File: src/rtl/vga_pkg.sv
// Shared timing defaults, pattern encoding and CGA colour constants for the
// 640x480 test-pattern source.
package vga_pkg;

    localparam int CNT_W = 10;
    typedef logic [CNT_W-1:0] cnt_t;

    localparam cnt_t DEF_H_ACTIVE = 10'd640;
    localparam cnt_t DEF_H_FP     = 10'd16;
    localparam cnt_t DEF_H_SYNC   = 10'd96;
    localparam cnt_t DEF_H_TOTAL  = 10'd800;
    localparam cnt_t DEF_V_ACTIVE = 10'd480;
    localparam cnt_t DEF_V_FP     = 10'd10;
    localparam cnt_t DEF_V_SYNC   = 10'd2;
    localparam cnt_t DEF_V_TOTAL  = 10'd525;

    localparam cnt_t N_BARS = 10'd16;

    typedef enum logic [1:0] {
        BARS_V  = 2'd0,
        BARS_H  = 2'd1,
        CHECKER = 2'd2,
        BORDER  = 2'd3
    } pattern_e;

    localparam logic [3:0] BLACK = 4'h0;
    localparam logic [3:0] WHITE = 4'hF;

endpackage

File: src/rtl/vga_sync_counter.sv
// Raster position counters and combinational decode of syncs, active region
// and frame markers for the current (h,v) position.
module vga_sync_counter
    import vga_pkg::*;
#(
    parameter cnt_t H_ACTIVE = DEF_H_ACTIVE,
    parameter cnt_t H_FP     = DEF_H_FP,
    parameter cnt_t H_SYNC   = DEF_H_SYNC,
    parameter cnt_t H_TOTAL  = DEF_H_TOTAL,
    parameter cnt_t V_ACTIVE = DEF_V_ACTIVE,
    parameter cnt_t V_FP     = DEF_V_FP,
    parameter cnt_t V_SYNC   = DEF_V_SYNC,
    parameter cnt_t V_TOTAL  = DEF_V_TOTAL
)(
    input  logic clk,
    input  logic rst,
    output cnt_t h,
    output cnt_t v,
    output logic active,
    output logic hsync,
    output logic vsync,
    output logic frame_start,
    output logic line_end,
    output logic frame_end
);

    cnt_t h_r;
    cnt_t v_r;

    // Raster counters: h sweeps one line, v advances on each line wrap.
    always_ff @(posedge clk or posedge rst) begin
        if (rst) begin
            h_r <= 10'd0;
            v_r <= 10'd0;
        end else if (line_end) begin
            h_r <= 10'd0;
            if (frame_end) begin
                v_r <= 10'd0;
            end else begin
                v_r <= v_r + 10'd1;
            end
        end else begin
            h_r <= h_r + 10'd1;
        end
    end

    assign h           = h_r;
    assign v           = v_r;
    assign line_end    = (h_r == H_TOTAL - 10'd1);
    assign frame_end   = line_end && (v_r == V_TOTAL - 10'd1);
    assign frame_start = (h_r == 10'd0) && (v_r == 10'd0);
    assign active      = (h_r < H_ACTIVE) && (v_r < V_ACTIVE);
    assign hsync       = !((h_r >= H_ACTIVE + H_FP) && (h_r < H_ACTIVE + H_FP + H_SYNC));
    assign vsync       = !((v_r >= V_ACTIVE + V_FP) && (v_r < V_ACTIVE + V_FP + V_SYNC));

endmodule

File: src/rtl/vga_cga_pattern_gen.sv
// 640x480 raster source producing a 4-bit CGA colour index from one of four
// test patterns; every output is registered so all describe the same pixel.
module vga_cga_pattern_gen
    import vga_pkg::*;
#(
    parameter cnt_t H_ACTIVE = DEF_H_ACTIVE,
    parameter cnt_t H_FP     = DEF_H_FP,
    parameter cnt_t H_SYNC   = DEF_H_SYNC,
    parameter cnt_t H_TOTAL  = DEF_H_TOTAL,
    parameter cnt_t V_ACTIVE = DEF_V_ACTIVE,
    parameter cnt_t V_FP     = DEF_V_FP,
    parameter cnt_t V_SYNC   = DEF_V_SYNC,
    parameter cnt_t V_TOTAL  = DEF_V_TOTAL
)(
    input  logic       i_Clk,
    input  logic       i_Rst,
    input  logic [1:0] i_Pattern_Sel,
    output logic       o_HSync,
    output logic       o_VSync,
    output logic       o_Active,
    output logic [9:0] o_Col,
    output logic [9:0] o_Row,
    output logic       o_Frame_Start,
    output logic [3:0] o_Color
);

    localparam cnt_t BAR_W = H_ACTIVE / N_BARS;
    localparam cnt_t BAR_H = V_ACTIVE / N_BARS;

    cnt_t       h_s;
    cnt_t       v_s;
    logic       active_s;
    logic       hsync_s;
    logic       vsync_s;
    logic       frame_start_s;
    logic       line_end_s;
    logic       frame_end_s;
    logic       border_s;
    logic [3:0] color_s;

    pattern_e   pattern_r;
    cnt_t       frame_cnt_r;
    cnt_t       bar_px_r;
    cnt_t       bar_col_r;
    cnt_t       bar_ln_r;
    cnt_t       bar_row_r;

    vga_sync_counter #(
        .H_ACTIVE (H_ACTIVE),
        .H_FP     (H_FP),
        .H_SYNC   (H_SYNC),
        .H_TOTAL  (H_TOTAL),
        .V_ACTIVE (V_ACTIVE),
        .V_FP     (V_FP),
        .V_SYNC   (V_SYNC),
        .V_TOTAL  (V_TOTAL)
    ) u_sync (
        .clk         (i_Clk),
        .rst         (i_Rst),
        .h           (h_s),
        .v           (v_s),
        .active      (active_s),
        .hsync       (hsync_s),
        .vsync       (vsync_s),
        .frame_start (frame_start_s),
        .line_end    (line_end_s),
        .frame_end   (frame_end_s)
    );

    // Pattern and frame count change only at the last pixel of the frame.
    always_ff @(posedge i_Clk or posedge i_Rst) begin
        if (i_Rst) begin
            pattern_r   <= BARS_V;
            frame_cnt_r <= 10'd0;
        end else if (frame_end_s) begin
            pattern_r   <= pattern_e'(i_Pattern_Sel);
            frame_cnt_r <= frame_cnt_r + 10'd1;
        end
    end

    // Vertical-bar index: pixel sub-counter rolls every BAR_W, restarts each line.
    always_ff @(posedge i_Clk or posedge i_Rst) begin
        if (i_Rst) begin
            bar_px_r  <= 10'd0;
            bar_col_r <= 10'd0;
        end else if (line_end_s) begin
            bar_px_r  <= 10'd0;
            bar_col_r <= 10'd0;
        end else if (bar_px_r == BAR_W - 10'd1) begin
            bar_px_r  <= 10'd0;
            bar_col_r <= bar_col_r + 10'd1;
        end else begin
            bar_px_r  <= bar_px_r + 10'd1;
        end
    end

    // Horizontal-bar index: line sub-counter rolls every BAR_H, restarts each frame.
    always_ff @(posedge i_Clk or posedge i_Rst) begin
        if (i_Rst) begin
            bar_ln_r  <= 10'd0;
            bar_row_r <= 10'd0;
        end else if (frame_end_s) begin
            bar_ln_r  <= 10'd0;
            bar_row_r <= 10'd0;
        end else if (line_end_s) begin
            if (bar_ln_r == BAR_H - 10'd1) begin
                bar_ln_r  <= 10'd0;
                bar_row_r <= bar_row_r + 10'd1;
            end else begin
                bar_ln_r  <= bar_ln_r + 10'd1;
            end
        end
    end

    assign border_s = (h_s == 10'd0) || (h_s == H_ACTIVE - 10'd1) ||
                      (v_s == 10'd0) || (v_s == V_ACTIVE - 10'd1);

    // Colour mux; blanking always forces black.
    always_comb begin
        color_s = BLACK;
        if (active_s) begin
            case (pattern_r)
                BARS_V:  color_s = bar_col_r[3:0];
                BARS_H:  color_s = bar_row_r[3:0];
                CHECKER: color_s = (h_s[5] ^ v_s[5]) ? WHITE : BLACK;
                BORDER:  color_s = border_s ? WHITE : frame_cnt_r[9:6];
                default: color_s = BLACK;
            endcase
        end else begin
            color_s = BLACK;
        end
    end

    // Output stage: all outputs register the same pixel together.
    always_ff @(posedge i_Clk or posedge i_Rst) begin
        if (i_Rst) begin
            o_Col         <= 10'd0;
            o_Row         <= 10'd0;
            o_Active      <= 1'b0;
            o_HSync       <= 1'b1;
            o_VSync       <= 1'b1;
            o_Frame_Start <= 1'b0;
            o_Color       <= BLACK;
        end else begin
            o_Col         <= h_s;
            o_Row         <= v_s;
            o_Active      <= active_s;
            o_HSync       <= hsync_s;
            o_VSync       <= vsync_s;
            o_Frame_Start <= frame_start_s;
            o_Color       <= color_s;
        end
    end

endmodule

File: config.mk
export PLATFORM = sky130hd
export DESIGN_NAME = vga_cga_pattern_gen
export DESIGN_NICKNAME = d
export VERILOG_FILES = /design/src/rtl/vga_pkg.sv /design/src/rtl/vga_sync_counter.sv /design/src/rtl/vga_cga_pattern_gen.sv
export SDC_FILE = /design/constraint.sdc
export NUM_CORES = 1
export LEC_CHECK = 0
export ABC_AREA = 1
export BUFFER_PORTS_ARGS = -buffer_cell sky130_fd_sc_hd__buf_4
export CAP_MARGIN = 40
export CORE_ASPECT_RATIO = 1.1
export CORE_MARGIN = 3
export CORE_UTILIZATION = 35
export DETAILED_ROUTE_END_ITERATION = 7
export PLACE_DENSITY = 0.58
export SLEW_MARGIN = 5
export SYNTH_ARGS = -nofsm -noshare
export SYNTH_HDL_FRONTEND = slang
export SYNTH_SLANG_ARGS = --single-unit
export TNS_END_PERCENT = 50
File: constraint.sdc
create_clock -name i_Clk -period 3.3 [get_ports i_Clk]
set_input_delay 0 -clock i_Clk [delete_from_list [all_inputs] [get_ports i_Clk]]
set_output_delay 0 -clock i_Clk [all_outputs]
set_load 0.1 [all_outputs]
==> summary.md <==
| Metric | Value |
|---|---|
| Status | `completed` |
| DRC | `0` |
| Port bufs | `31` |
| Number of global-route vias before repair | `3,063` |
| Synth warn | `0` |
| Ant. Diodes | `0` |
| Routed len/inst | `12.8 um` |
| CTS tree | `built` |
| Pleak | `2.30 nW` |
| Nature of the critical path endpoint | `flip-flop` |
| CORE AREA | `11,200 sq um` |
| Site row count | `40` |
| GRT Util Overall | `14.1%` |
| Met2 routed WL | `4.20 mm` |
| CTS H-tree lvls | `3` |
| Post-CTS Setup Bufs | `0` |
| Critical Path AT | `2480 ps` |
| Max-slew violations | `0` |
| Router iterations before antenna repair | `4` |
| Post-CTS sizing | `0` |
| Max-slew headroom at the worst pin | `52.6%` |
| First-pass GRT wire length | `14.6 mm` |
| Unrepaired setup endpoints after global routing | `no` |
| Worst-Margin Slew | `708 ps` |
| Total clock buffers created by CTS | `9` |
| Synth area leader | `dfrtp_1` |
| Maxcap violations | `0` |
| RePlAce Congestion | `0.850` |
| Initial DRC count | `122` |
| Critical-path top delay cell | `nor3_4` |
| CP delay by family, top | `simple AND/OR/NAND/NOR gates` |
| Minimum clock period | `2260 ps` |
| Register area | `2200 sq um` |
| CTS sink count | `88` |
| Synth cell types | `32` |
| CP bufs+invs | `1` |
| Final instance area | `4870 sq um` |
| Clock Skews | `8.03 ps` |
| Routed met1 length | `3.93 mm` |
| Number of fill cells in the layout | `1,129` |
| Area of the multi-input gates | `1650 sq um` |
| CTS root buffer | `clkbuf_16` |
| Area Overhead vs Synth | `18.2%` |
| IO Pins | `32` |
| Worst-path clk slew | `60 ps` |
| DR vias | `3,190` |
| Post-DP HPWL | `6.22 mm` |
| Crit Path Class | `reg2reg` |
| Finished Core Util | `43.4%` |
| Final Cycle Share | `68.6%` |
| Final Net Count | `526` |
| Syn Std Cell Area | `4120 sq um` |
| Top sig layer | `met4` |
| Crit path largest cell delay | `660 ps` |
| Die area | `13,100 sq um` |
| Initial Utilization | `36.7%` |
| Dpl cell area | `4530 sq um` |
| Setup TNS | `0 ps` |
| Data required time of the critical path | `3520 ps` |
| Critical Path Source Type | `flip-flop` |
| GR Overflow Total | `0` |
| Pwr dens | `440 nW/um^2` |
| WL met3 | `275 um` |
| Synth Net Count | `483` |
| Final-report hold violation count | `0` |
| Initial antenna violation count | `0` |
| Yosys reg bits | `88` |
| Drt total wl | `8.50 mm` |
| Gate Count Post-Synth | `469` |
| Clock Latency Late Sink | `340 ps` |
| Largest net degree at the start of global routing | `35` |
| Min-delay worst type | `in2async` |
| Peak Freq | `442 MHz` |
| Synth top area share | `52.3%` |
| Seq/Total Area, Yosys | `53.6%` |
| Share of cells above drive strength 1 | `12.2%` |
| Final setup fails | `0` |
| Worst ir drop on vdd | `0.227 mV` |
| Flop-to-flop setup slack | `1040 ps` |
| Top post-synthesis cells by area | `dfrtp_1, nand2_1, nor2_1` |
| DR vias/cell | `4.80` |
| Die X | `109 um` |
| CTS Buffer Depth | `2` |
| Crit path max fanout | `18` |
| ANT nets after route | `0` |
| Syn_area_per_cell | `8.77 sq um` |
| Die Span Y | `120 um` |
| Worst-path cell chain | `ha_1 -> nand3_2 -> nor3_4 -> inv_2 -> nor2_1 -> nor3b_1` |
==> per-layer routing <==
| metal | GRT usage [%] | vias up |
|---|---|---|
| met5 | 0 | - |
| met4 | 4.21 | 0 |
| met3 | 4.20 | 7 |
| met2 | 22.5 | 47 |
| met1 | 18.5 | 1529 |
| li1 | - | 1607 |
==> area by class of cell <==
type	count	share of cell area [%]
clock buffers	10	4.91
clock inverters	6	1.39
inverters	58	4.50
multi-input cells	317	33.8
flip-flops and latches	88	45.3
well taps	147	3.78
repair buffers	38	6.27
==> worst reg2reg max path, stage by stage (launching register included) <==
cell     delay [ps]
dfrtp_1         400
ha_1            220
nand3_2         180
nor3_4          660
inv_2           320
nor2_1          280
nor3b_1          80
==> kinds of logic (layout without fill, tap and decap cells) <==
group,Yosys count,in the layout,synth area share (%)
xor gates and xnor gates,24,24,5.11
buffers and inverters,64,112,6.42
AOI/OAI and AO/OA,57,57,7.27
and+or+nand+nor,226,226,24.6
adders and majority gates,10,10,3.04
DFF,88,88,53.6
==> state kept, by name, indices dropped and copies added (netlist names) <==
register,count
frame_cnt_r,10
u_sync.h,10
o_Color,4
bar_row_r,4
pattern_r,2
o_VSync,1
o_HSync,1
bar_col_r,4
u_sync.v,10
o_Row,10
o_Active,1
o_Col,10
bar_ln_r,10
o_Frame_Start,1
bar_px_r,10
==> what timing repair did <==
action	CTS	global route
endpoints found under the setup margin	0	0
hold buffers	3	0
hold endpoints to repair	32	0
==> per-stage QoR <==
stage | power (W) | instances | hold slack, ps | setup WS (ps)
6_report | 0.00214 | 664 | 261 | 1040
5_1_grt | 0.00222 | 664 | 306 | 821
4_1_cts | 0.00217 | 664 | 269 | 1040
3_5_place_dp | 0.00113 | 645 | 78.6 | 1060
3_3_place_gp | 0.00113 | 644 | 202 | 1120
2_1_floorplan | 0.00111 | 469 | 110 | 1020
==> layout by cell type, fill, tap and decap left out, drive strengths merged <==
cell	count
or2	1
nor3	22
o22ai	1
buf	35
o311a	1
o31ai	1
clkinvlp	2
a31oi	1
clkinv	3
ha	10
dfrtp	86
nor2	65
dlygate4sd3	3
xor2	20
a21oi	22
xnor2	4
o21ai	31
bufinv	1
nand4	11
clkbuf	10
nand3b	1
dfstp	2
nand2	89
nor4	1
inv	58
nor3b	6
nand3	30
==> final timing paths <==
| path | startpoint | endpoint | cells past startpoint |
|---|---|---|---|
| setup / recovery | u_sync.h[0] | u_sync.v[9] | 6 |
| hold / removal | i_Rst | frame_cnt_r[3] | 3 |
| setup reg to reg | u_sync.h[0] | u_sync.v[9] | 6 |
| hold reg to reg | u_sync.h[1] | o_Col[1] | 0 |
| max in group asynchronous | i_Rst | bar_px_r[4] | 5 |
| min in group i_Clk | i_Pattern_Sel[1] | pattern_r[1] | 4 |
==> cells in the mapped netlist <==
library cell  number
a31oi_1            1
inv_2              2
dfstp_2            2
nor3b_1            5
nor3_1            19
ha_1              10
nor3_4             2
buf_6              3
nor2_1            65
nand2_2            1
nand4_1           11
a21oi_1           21
o21ai_1            1
nand3_1           29
clkbuf_2           1
or2_1              1
o22ai_1            1
nor3_2             1
nand3_2            1
nand2_1           88
a21oi_2            1
nor3b_2            1
xnor2_1            4
clkbuf_1           2
inv_1             56
nand3b_1           1
xor2_1            20
dfrtp_1           86
o31ai_1            1
o21ai_0           30
o311a_1            1
nor4_1             1
==> power breakdown <==
group	switching, W	total, W	internal (W)
logic	0.0000220	0.0000307	0.00000862
registers	0	0.00108	0.00108
clock network	0.000423	0.00103	0.000609
Note: power is estimated with default switching activity, not from simulation.
